File: src/rtl/bsg_wormhole_concentrator_test_pkg.sv
// Shared types for the wormhole concentrator test sequencer: run-state encoding
// and the per-node delta-versus-target comparison result.
package bsg_wormhole_concentrator_test_pkg;

  typedef enum logic [2:0] {
    SEQ_IDLE  = 3'd0,
    SEQ_SEND  = 3'd1,
    SEQ_DRAIN = 3'd2,
    SEQ_CHECK = 3'd3,
    SEQ_DONE  = 3'd4
  } bsg_wh_conc_seq_state_e;

  // Where a node's counter delta sits relative to the per-run packet target.
  typedef enum logic [1:0] {
    DELTA_BELOW = 2'd0,
    DELTA_AT    = 2'd1,
    DELTA_ABOVE = 2'd2
  } bsg_wh_conc_delta_cmp_e;

endpackage

File: src/rtl/bsg_wormhole_concentrator_test_rr_pick.sv
// Round-robin selector: grants the lowest-indexed needy node at or after the
// pointer, wrapping around. Used only by the throttled sequencer build.
module bsg_wormhole_concentrator_test_rr_pick #(
  parameter int unsigned width_p     = 4,
  parameter int unsigned ptr_width_p = 2
) (
  input  logic [width_p-1:0]     needy_i,
  input  logic [ptr_width_p-1:0] ptr_i,
  output logic [width_p-1:0]     grant_o,
  output logic [ptr_width_p-1:0] grant_idx_o,
  output logic                   grant_v_o
);

  always_comb begin
    int unsigned idx;
    grant_o     = '0;
    grant_idx_o = '0;
    grant_v_o   = 1'b0;
    idx         = 0;
    for (int unsigned k = 0; k < width_p; k++) begin
      idx = (int'(ptr_i) + k) % width_p;
      if (!grant_v_o && needy_i[ptr_width_p'(idx)]) begin
        grant_v_o                  = 1'b1;
        grant_idx_o                = ptr_width_p'(idx);
        grant_o[ptr_width_p'(idx)] = 1'b1;
      end
    end
  end

endmodule

File: src/rtl/bsg_wormhole_concentrator_test_sequencer.sv
// Run controller for a bank of wormhole concentrator test nodes: sends a fixed
// packet count per node, drains responses under a watchdog, reports the result.
// Define BSG_WH_CONC_SEQ_THROTTLE_EN to limit SEND to one enabled node per cycle.
module bsg_wormhole_concentrator_test_sequencer
  import bsg_wormhole_concentrator_test_pkg::*;
#(
  parameter int unsigned num_nodes_p    = 4,
  parameter int unsigned count_width_p  = 32,
  parameter int unsigned target_count_p = 64,
  parameter int unsigned timeout_p      = 4096
) (
  input  logic                                   clk_i,
  input  logic                                   reset_n_i,
  input  logic                                   start_i,
  input  logic [num_nodes_p*count_width_p-1:0]   sent_i,
  input  logic [num_nodes_p*count_width_p-1:0]   received_i,
  input  logic [num_nodes_p-1:0]                 error_i,
  output logic [num_nodes_p-1:0]                 node_en_o,
  output logic                                   busy_o,
  output logic                                   done_o,
  output logic                                   pass_o,
  output logic                                   timeout_o
);

  localparam int unsigned wd_width_lp = $clog2(timeout_p + 1);
  localparam logic [count_width_p-1:0] target_lp  = count_width_p'(target_count_p);
  localparam logic [wd_width_lp-1:0]   wd_last_lp = wd_width_lp'(timeout_p - 1);

  bsg_wh_conc_seq_state_e state_q, state_d;
  logic [count_width_p-1:0] sent_base_q [num_nodes_p];
  logic [count_width_p-1:0] recv_base_q [num_nodes_p];
  logic                     sticky_q, sticky_d;
  logic                     pass_q, pass_d;
  logic                     timeout_q, timeout_d;
  logic [wd_width_lp-1:0]   wd_q, wd_d;
  logic                     capture;
  logic                     in_send;

  logic [num_nodes_p-1:0] needy, sent_at, recv_at;

  function automatic bsg_wh_conc_delta_cmp_e cmp_delta(input logic [count_width_p-1:0] d);
    if (d < target_lp) return DELTA_BELOW;
    if (d == target_lp) return DELTA_AT;
    return DELTA_ABOVE;
  endfunction

  // Modulo subtraction makes counter wrap between runs harmless.
  for (genvar i = 0; i < num_nodes_p; i++) begin : g_node
    logic [count_width_p-1:0] sd, rd;
    assign sd         = sent_i[i*count_width_p +: count_width_p] - sent_base_q[i];
    assign rd         = received_i[i*count_width_p +: count_width_p] - recv_base_q[i];
    assign needy[i]   = (cmp_delta(sd) == DELTA_BELOW);
    assign sent_at[i] = (cmp_delta(sd) == DELTA_AT);
    assign recv_at[i] = (cmp_delta(rd) == DELTA_AT);
  end

  assign in_send = (state_q == SEQ_SEND);

`ifdef BSG_WH_CONC_SEQ_THROTTLE_EN
  localparam int unsigned ptr_width_lp = (num_nodes_p > 1) ? $clog2(num_nodes_p) : 1;
  localparam logic [ptr_width_lp-1:0] ptr_last_lp = ptr_width_lp'(num_nodes_p - 1);

  logic [ptr_width_lp-1:0] ptr_q, ptr_d, grant_idx;
  logic [num_nodes_p-1:0]  grant;
  logic                    grant_v;

  bsg_wormhole_concentrator_test_rr_pick #(
    .width_p     (num_nodes_p),
    .ptr_width_p (ptr_width_lp)
  ) rr_pick (
    .needy_i     (needy),
    .ptr_i       (ptr_q),
    .grant_o     (grant),
    .grant_idx_o (grant_idx),
    .grant_v_o   (grant_v)
  );

  assign node_en_o = in_send ? grant : '0;

  // The pointer moves past every grant, accepted or not: one shared slot per cycle.
  always_comb begin
    ptr_d = ptr_q;
    if (in_send && grant_v) begin
      ptr_d = (grant_idx == ptr_last_lp) ? '0 : grant_idx + 1'b1;
    end
  end

  always_ff @(posedge clk_i or negedge reset_n_i) begin
    if (!reset_n_i) ptr_q <= '0;
    else            ptr_q <= ptr_d;
  end
`else
  assign node_en_o = in_send ? needy : '0;
`endif

  always_comb begin
    state_d   = state_q;
    sticky_d  = sticky_q;
    pass_d    = pass_q;
    timeout_d = timeout_q;
    wd_d      = wd_q;
    capture   = 1'b0;
    unique case (state_q)
      SEQ_IDLE, SEQ_DONE: begin
        if (start_i) begin
          capture   = 1'b1;
          sticky_d  = 1'b0;
          pass_d    = 1'b0;
          timeout_d = 1'b0;
          wd_d      = '0;
          state_d   = SEQ_SEND;
        end
      end
      SEQ_SEND: begin
        sticky_d = sticky_q | (|error_i);
        if (&sent_at) state_d = SEQ_DRAIN;
      end
      SEQ_DRAIN: begin
        sticky_d = sticky_q | (|error_i);
        wd_d     = wd_q + 1'b1;
        // Completion takes priority over a simultaneous watchdog expiry.
        if (&recv_at) begin
          state_d = SEQ_CHECK;
        end else if (wd_q == wd_last_lp) begin
          state_d   = SEQ_DONE;
          timeout_d = 1'b1;
          pass_d    = 1'b0;
        end
      end
      SEQ_CHECK: begin
        sticky_d = sticky_q | (|error_i);
        pass_d   = !sticky_q && !(|error_i) && (&sent_at) && (&recv_at);
        state_d  = SEQ_DONE;
      end
      default: state_d = SEQ_IDLE;
    endcase
  end

  always_ff @(posedge clk_i or negedge reset_n_i) begin
    if (!reset_n_i) begin
      state_q   <= SEQ_IDLE;
      sticky_q  <= 1'b0;
      pass_q    <= 1'b0;
      timeout_q <= 1'b0;
      wd_q      <= '0;
      for (int i = 0; i < num_nodes_p; i++) begin
        sent_base_q[i] <= '0;
        recv_base_q[i] <= '0;
      end
    end else begin
      state_q   <= state_d;
      sticky_q  <= sticky_d;
      pass_q    <= pass_d;
      timeout_q <= timeout_d;
      wd_q      <= wd_d;
      if (capture) begin
        for (int i = 0; i < num_nodes_p; i++) begin
          sent_base_q[i] <= sent_i[i*count_width_p +: count_width_p];
          recv_base_q[i] <= received_i[i*count_width_p +: count_width_p];
        end
      end
    end
  end

  assign busy_o    = (state_q == SEQ_SEND) || (state_q == SEQ_DRAIN) || (state_q == SEQ_CHECK);
  assign done_o    = (state_q == SEQ_DONE);
  assign pass_o    = pass_q;
  assign timeout_o = timeout_q;

endmodule
File: config.mk
export PLATFORM = sky130hd
export DESIGN_NAME = bsg_wormhole_concentrator_test_sequencer
export DESIGN_NICKNAME = d
export VERILOG_FILES = /design/src/rtl/bsg_wormhole_concentrator_test_pkg.sv /design/src/rtl/bsg_wormhole_concentrator_test_rr_pick.sv /design/src/rtl/bsg_wormhole_concentrator_test_sequencer.sv
export SDC_FILE = /design/constraint.sdc
export NUM_CORES = 1
export LEC_CHECK = 0
export ABC_AREA = 1
export BUFFER_PORTS_ARGS = -buffer_cell sky130_fd_sc_hd__clkbuf_2
export CORE_UTILIZATION = 35
export DETAILED_ROUTE_END_ITERATION = 16
export PLACE_DENSITY = 0.59
export SLEW_MARGIN = 10
export SYNTH_ARGS = -nofsm -noshare
export SYNTH_HDL_FRONTEND = slang
export SYNTH_SLANG_ARGS = --single-unit
File: constraint.sdc
create_clock -name clk_i -period 5.6 [get_ports clk_i]
set_clock_uncertainty 0.15 [all_clocks]
set_input_delay 0.56 -clock clk_i [delete_from_list [all_inputs] [get_ports clk_i]]
set_output_delay 0.56 -clock clk_i [all_outputs]
set_load 0.005 [all_outputs]
[Yosys cells after proc, flatten, opt, wreduce, memory -nomap -nowiden]
Cells that the tools add are included.
Operators by class
  equality and inequality tests: 26
  add/subtract/negate cells: 9
  $lt $le $gt $ge: 8
  reductions and logical operators: 25
  bitwise gates (word level): 1
  mux-type cells: 74
Operator list (count)
  $eq A32 B7 Y1 const B: 8
  $lt A32 B7 Y1 const B: 8
  $sub A32 B32 Y32: 8
  $mux W2: 32
  $mux W1: 31
  $pmux W13 S2: 1
  $eq A2 B1 Y1 const B: 8
  $reduce_and A4 Y1: 4
  $add A13 B1 Y13 const B: 1
  $eq A13 B12 Y1 const B: 1
  $mux W13: 1
  $mux W3: 4
  $pmux W3 S4: 1
  $logic_not A2 Y1: 4
  $eq A3 B2 Y1 const B: 2
  $ne A2 B2 Y1 const B: 3
  $mux W4: 1
  $pmux W1 S2: 2
  $reduce_and A2 Y1: 2
  $reduce_bool A2 Y1: 2
  $reduce_or A4 Y1: 1
  $eq A3 B1 Y1 const B: 1
  $eq A3 B3 Y1 const B: 1
  $logic_and A1 B1 Y1: 3
  other kinds (11): 13
Storage, ports and cells
  output and inout bits: 8
  input port bits: 263
  register bits after elaboration: 275

[Depth between registers and ports, before layout]
  depth after elaboration: 11
  depth in mapped cells: 25

[Worst setup path before layout]
No wires, ideal clock.
  kind: input-to-output
  from: in sent_i[42]
  to: out node_en_o[1]
  setup slack: 2.621 ns
  arrival: 2.269 ns
  path buffers: 0
  stages on the path: 16
  cell sequence: ha_1 -> nand2_1 -> inv_1 -> nand2_1 -> nand2_1 -> a21oi_1 -> nand2_1 -> nand2_1 -> nand2_1 -> nand2_1 -> nand2_1 -> nor4_1 -> nand3_1 -> nor3_1 -> nand4_1 -> nor2_1
On the way
  cells in the longest elaborated chain, start to end: 8
  elaborated cells on any way between the ends: 11
Ends and longest elaborated chain
  start, declared: line bsg_wormhole_concentrator_test_sequencer.sv:15  | input logic [num_nodes_p*count_width_p-1:0] sent_i,
  $sub A32 B32 Y32 *: line bsg_wormhole_concentrator_test_sequencer.sv:50  | assign sd = sent_i[i*count_width_p +: count_width_p] - sent_base_q[i];
  parallel branches: the longest is 4 deep, another holds $lt A32 B7 Y1
  $mux W2 *: line bsg_wormhole_concentrator_test_sequencer.sv:43  | if (d == target_lp) return DELTA_AT;
  $logic_not A2 Y1 *: line bsg_wormhole_concentrator_test_sequencer.sv:52  | assign needy[i] = (cmp_delta(sd) == DELTA_BELOW);
  $mux W4 *: line bsg_wormhole_concentrator_test_sequencer.sv:93  | assign node_en_o = in_send ? needy : '0;
  end, declared: line bsg_wormhole_concentrator_test_sequencer.sv:18  | output logic [num_nodes_p-1:0] node_en_o,
Mark *: on every way between the ends. The select of a mux whose other input is x is not followed.

[Worst setup path in the final report]
  from: in sent_i[113]
  to: out node_en_o[3]
Same word-level chain as after synthesis.

==> metrics.md <==
| Metric | Value |
|---|---|
| Die footprint | `~91000 sq um` |
| NumNets Final | `~6400` |
| Crit path kind | `in2out` |
| Final count of hold timing violations | `0` |
| Syn Area/Cell | `around 5.6 sq um` |
| Initial antenna violation count | `5` |
| Final instance area | `about 36000 sq um` |
| Largest net degree at the start of global routing | `~210` |
| Die X | `around 300 microns` |
| Seq. cell area | `6880 sq um` |
| Vias | `32300` |
| GP Congestion | `about 0.98` |
| Die H | `roughly 300 microns` |
| Dpl hpwl | `77400 microns` |
| Share of cells above drive strength 1 | `around 7.6%` |
| Pre-antenna DRT Iters | `5` |
| CP cell instances | `dlygate4sd3_1 > clkbuf_2 > ha_1 > nand2_1 > nor2_2 > inv_2 > nor2_1 > nand4_1 > nand3_1 > nand2_1 > nand2_1 > nand3_1 > nor3_1 > nand3b_1 > nor2_1 > clkbuf_2` |
| Seq/Total Area, Yosys | `approximately 22%` |
| Worst EP arrival | `roughly 3.7 ns` |
| Status | `finished, final reports clean` |
| First-iteration detailed-routing DRC count | `~1900` |
| Fin. max-slew vios | `0` |
| Post-synth EDFFs | `0` |
| Initial Util | `between 30 and 40%` |
| Crit path required time | `a little under 5 ns` |
| Cell row count | `around 110` |
| CP most frequent cell | `nand2_1` |
| Multi-input logic area | `around 20000 sq um` |
| Synth async-reset ratio | `100%` |
| Crit-path max FO | `5` |
| CP Capture Type | `output pin` |
| Total grt overflow | `0` |
| Synth cell types | `41` |
| Global-route wire length before repair | `153000 microns` |
| Post-CTS Setup Inserts | `0` |
| Worst slew pin tran | `between 1 and 1.5 ns` |
| Total Neg Setup Slack | `0 ns` |
| Fmax | `between 200 and 250 MHz` |
| Syn Inst Count | `between 5000 and 6000` |
| Maximum vdd drop | `between 0.0003 and 0.0004 V` |
| Crit start category | `input port` |
| Synth Cell Area | `31300 sq um` |
| H-tree depth | `2` |
| Hold/Removal Path Class | `in2reg` |
| Rel. slew slack | `between 20 and 30%` |
| Leakage power | `~21 nW` |
| Pre-CTS setup slack | `1.73 ns` |
| CP max stage delay | `0.54 ns` |
| Cts bufs inserted | `40` |
| Post-synth top flop | `dfrtp_1` |
| Final period util | `78.9%` |
| Placed Area | `between 30000 and 40000 sq um` |
| DRC Markers | `0` |
| Ys Warns | `0` |
| RSZ-0062 raised after global routing | `false` |
| IO Pins | `roughly 270` |
| P per Cell Area | `537 nW/um^2` |
| Setup ws final | `between 1 and 1.5 ns` |
| Clock buffer depth | `3` |
| Worst-path clk slew | `~0.06 ns` |
| Syn Nets | `6086` |
| Setup violations, final | `0` |
| Fillers | `approximately 10000` |
| Seq cells post-synth | `275` |
| Core area | `between 80000 and 90000 sq um` |
| CTS tree | `done` |
| Number of buffers added on ports | `270` |
| Number of global-route vias before repair | `a little over 30000` |
| Clock Tree Root | `clkbuf_16` |
| Clock tree sinks | `roughly 280` |
| WL final | `roughly 94000 microns` |
| GRT Total Usage | `about a fifth` |
| Max Cap Viol | `0` |
| Wire length per cell | `about 13 microns` |
| Via/cell ratio | `about 4.6` |
| Slowest-stage cell, CP | `dlygate4sd3_1` |
| Syn-to-layout area delta | `14.9%` |
| Clk Latency, worst-skew pair | `roughly 0.60 ns` |
| Final ANT Viol Nets | `0` |
| Min Clock Period, post-route | `between 4 and 5 ns` |
[flip-flops by register name, indices dropped and copies added (netlist names)]
register / count
recv_base_q: 128
sticky_q: 1
timeout_o: 1
wd_q: 13
state_q: 3
sent_base_q: 128
pass_o: 1
[synthesized netlist by cell type (2+ instances only)]
master	instances	area share (%)
ha_1	249	10
nor3_2	10	0.32
a21o_1	6	0.14
o21a_1	2	0.048
and2_1	28	0.56
nor2_2	28	0.56
a211oi_1	2	0.048
o21bai_1	21	0.50
dfrtp_1	275	22
and3_1	4	0.080
o21ai_1	2	0.032
nor2_4	6	0.22
nand3b_1	32	0.77
nand4_1	70	1.4
nand3_1	236	3.8
nor2_1	427	5.1
o21ai_0	276	4.4
inv_2	15	0.18
inv_1	1212	15
nand3_2	7	0.22
nor3b_1	6	0.14
a21oi_1	170	2.7
o211ai_1	3	0.072
nor3_1	39	0.62
xnor2_1	49	1.4
nand2_2	31	0.62
o22ai_1	4	0.080
clkbuf_1	58	0.70
nand2_1	2236	27
xor2_1	51	1.4
nor4_1	9	0.18
[cell families (layout without fill, tap and decap cells)]
group | after synthesis | count (layout) | synth area share (%)
other | 0 | 2 | 0
xor gates and xnor gates | 100 | 100 | 2.80
DFF | 275 | 275 | 22.0
adders and majority gates | 249 | 249 | 9.97
and+or+nand+nor | 3172 | 3172 | 41.5
AOI/OAI and AO/OA | 493 | 493 | 8.24
buffers and inverters | 1285 | 1624 | 15.4
[worst max-delay path, delay by kind of cell]
family        cells  cell delay, ns
fa+ha+maj         1            0.39
buf+inv           4            0.89
simple gates     11            1.87
[cell usage in the layout, fill, tap and decap left out, types with 7 or more instances in the layout]
| cell type | count |
|---|---|
| xor2_1 | 51 |
| inv_1 | 1211 |
| nand2_1 | 2236 |
| nand2_2 | 31 |
| nand3_1 | 236 |
| ha_1 | 249 |
| nand4_1 | 70 |
| dfrtp_1 | 275 |
| o21ai_0 | 276 |
| xnor2_1 | 49 |
| nand3_2 | 7 |
| and2_1 | 28 |
| nor2_4 | 7 |
| nor2_2 | 28 |
| clkbuf_16 | 41 |
| o21bai_1 | 21 |
| nor2_1 | 426 |
| a21oi_1 | 170 |
| nor3_2 | 10 |
| nor4_1 | 9 |
| clkinv_2 | 9 |
| nand3b_1 | 32 |
| inv_2 | 16 |
| nor3_1 | 39 |
| clkbuf_8 | 9 |
| bufinv_16 | 8 |
| clkbuf_2 | 269 |
| dlygate4sd3_1 | 47 |
[metrics by stage]
stage	total power, mW	hold WS [ns]	util (%)	std cells
2_1_floorplan	13.2	0.114	-	5574
3_3_place_gp	16.3	0.305	38.4	6957
3_5_place_dp	16.4	0.314	38.4	6957
4_1_cts	19.5	0.000415	40.6	7078
5_1_grt	21.6	0.0255	40.6	7079
6_report	19.3	0.0508	40.6	7080
[power by group]
group          internal [mW]  switching (mW)  total (mW)
Combinational           4.49            8.74        13.2
Clock                   1.83            1.07        2.89
Sequential              2.90           0.256        3.15
Total                   9.22            10.1        19.3
[layout make-up]
cell class	count	share of cell area (%)
Inverter	1227	12.8
Multi-Input combinational cell	4014	54.5
Antenna cell	2	0.0139
Timing Repair Buffer	323	5.33
Clock inverter	21	0.889
Clock buffer	53	3.23
Sequential cell	275	19.2
Tap cell	1165	4.06
[metal layers]
metal / GRT usage (%) / vias to the layer above / part of all wire [%]
li1: - / 17500 / -
met1: 26.9 / 14200 / 47
met2: 35.4 / 537 / 46
met3: 2.63 / 126 / 4.0
met4: 6.02 / 8 / 2.5
met5: 0 / - / 0.044
[final timing paths]
kind	depth (start not counted)	endpoint	start	slack, ns
setup / recovery	16	node_en_o[3]	sent_i[113]	1.18
hold / removal	3	recv_base_q[78]	received_i[46]	0.05
setup reg to reg	21	state_q[2]	sent_base_q[17]	2.27
hold reg to reg	1	wd_q[10]	wd_q[10]	0.32
max in group asynchronous	3	sent_base_q[97]	reset_n_i	3.73
min in group asynchronous	2	recv_base_q[54]	reset_n_i	0.42
[what timing repair did]
action | in CTS | in global routing
hold buffers | 47 | 0
gates resized for setup | 0 | 0
setup endpoints to repair | 0 | 0
hold endpoints to repair | 142 | 0
No activity file was read; power rests on OpenSTA's default activity.
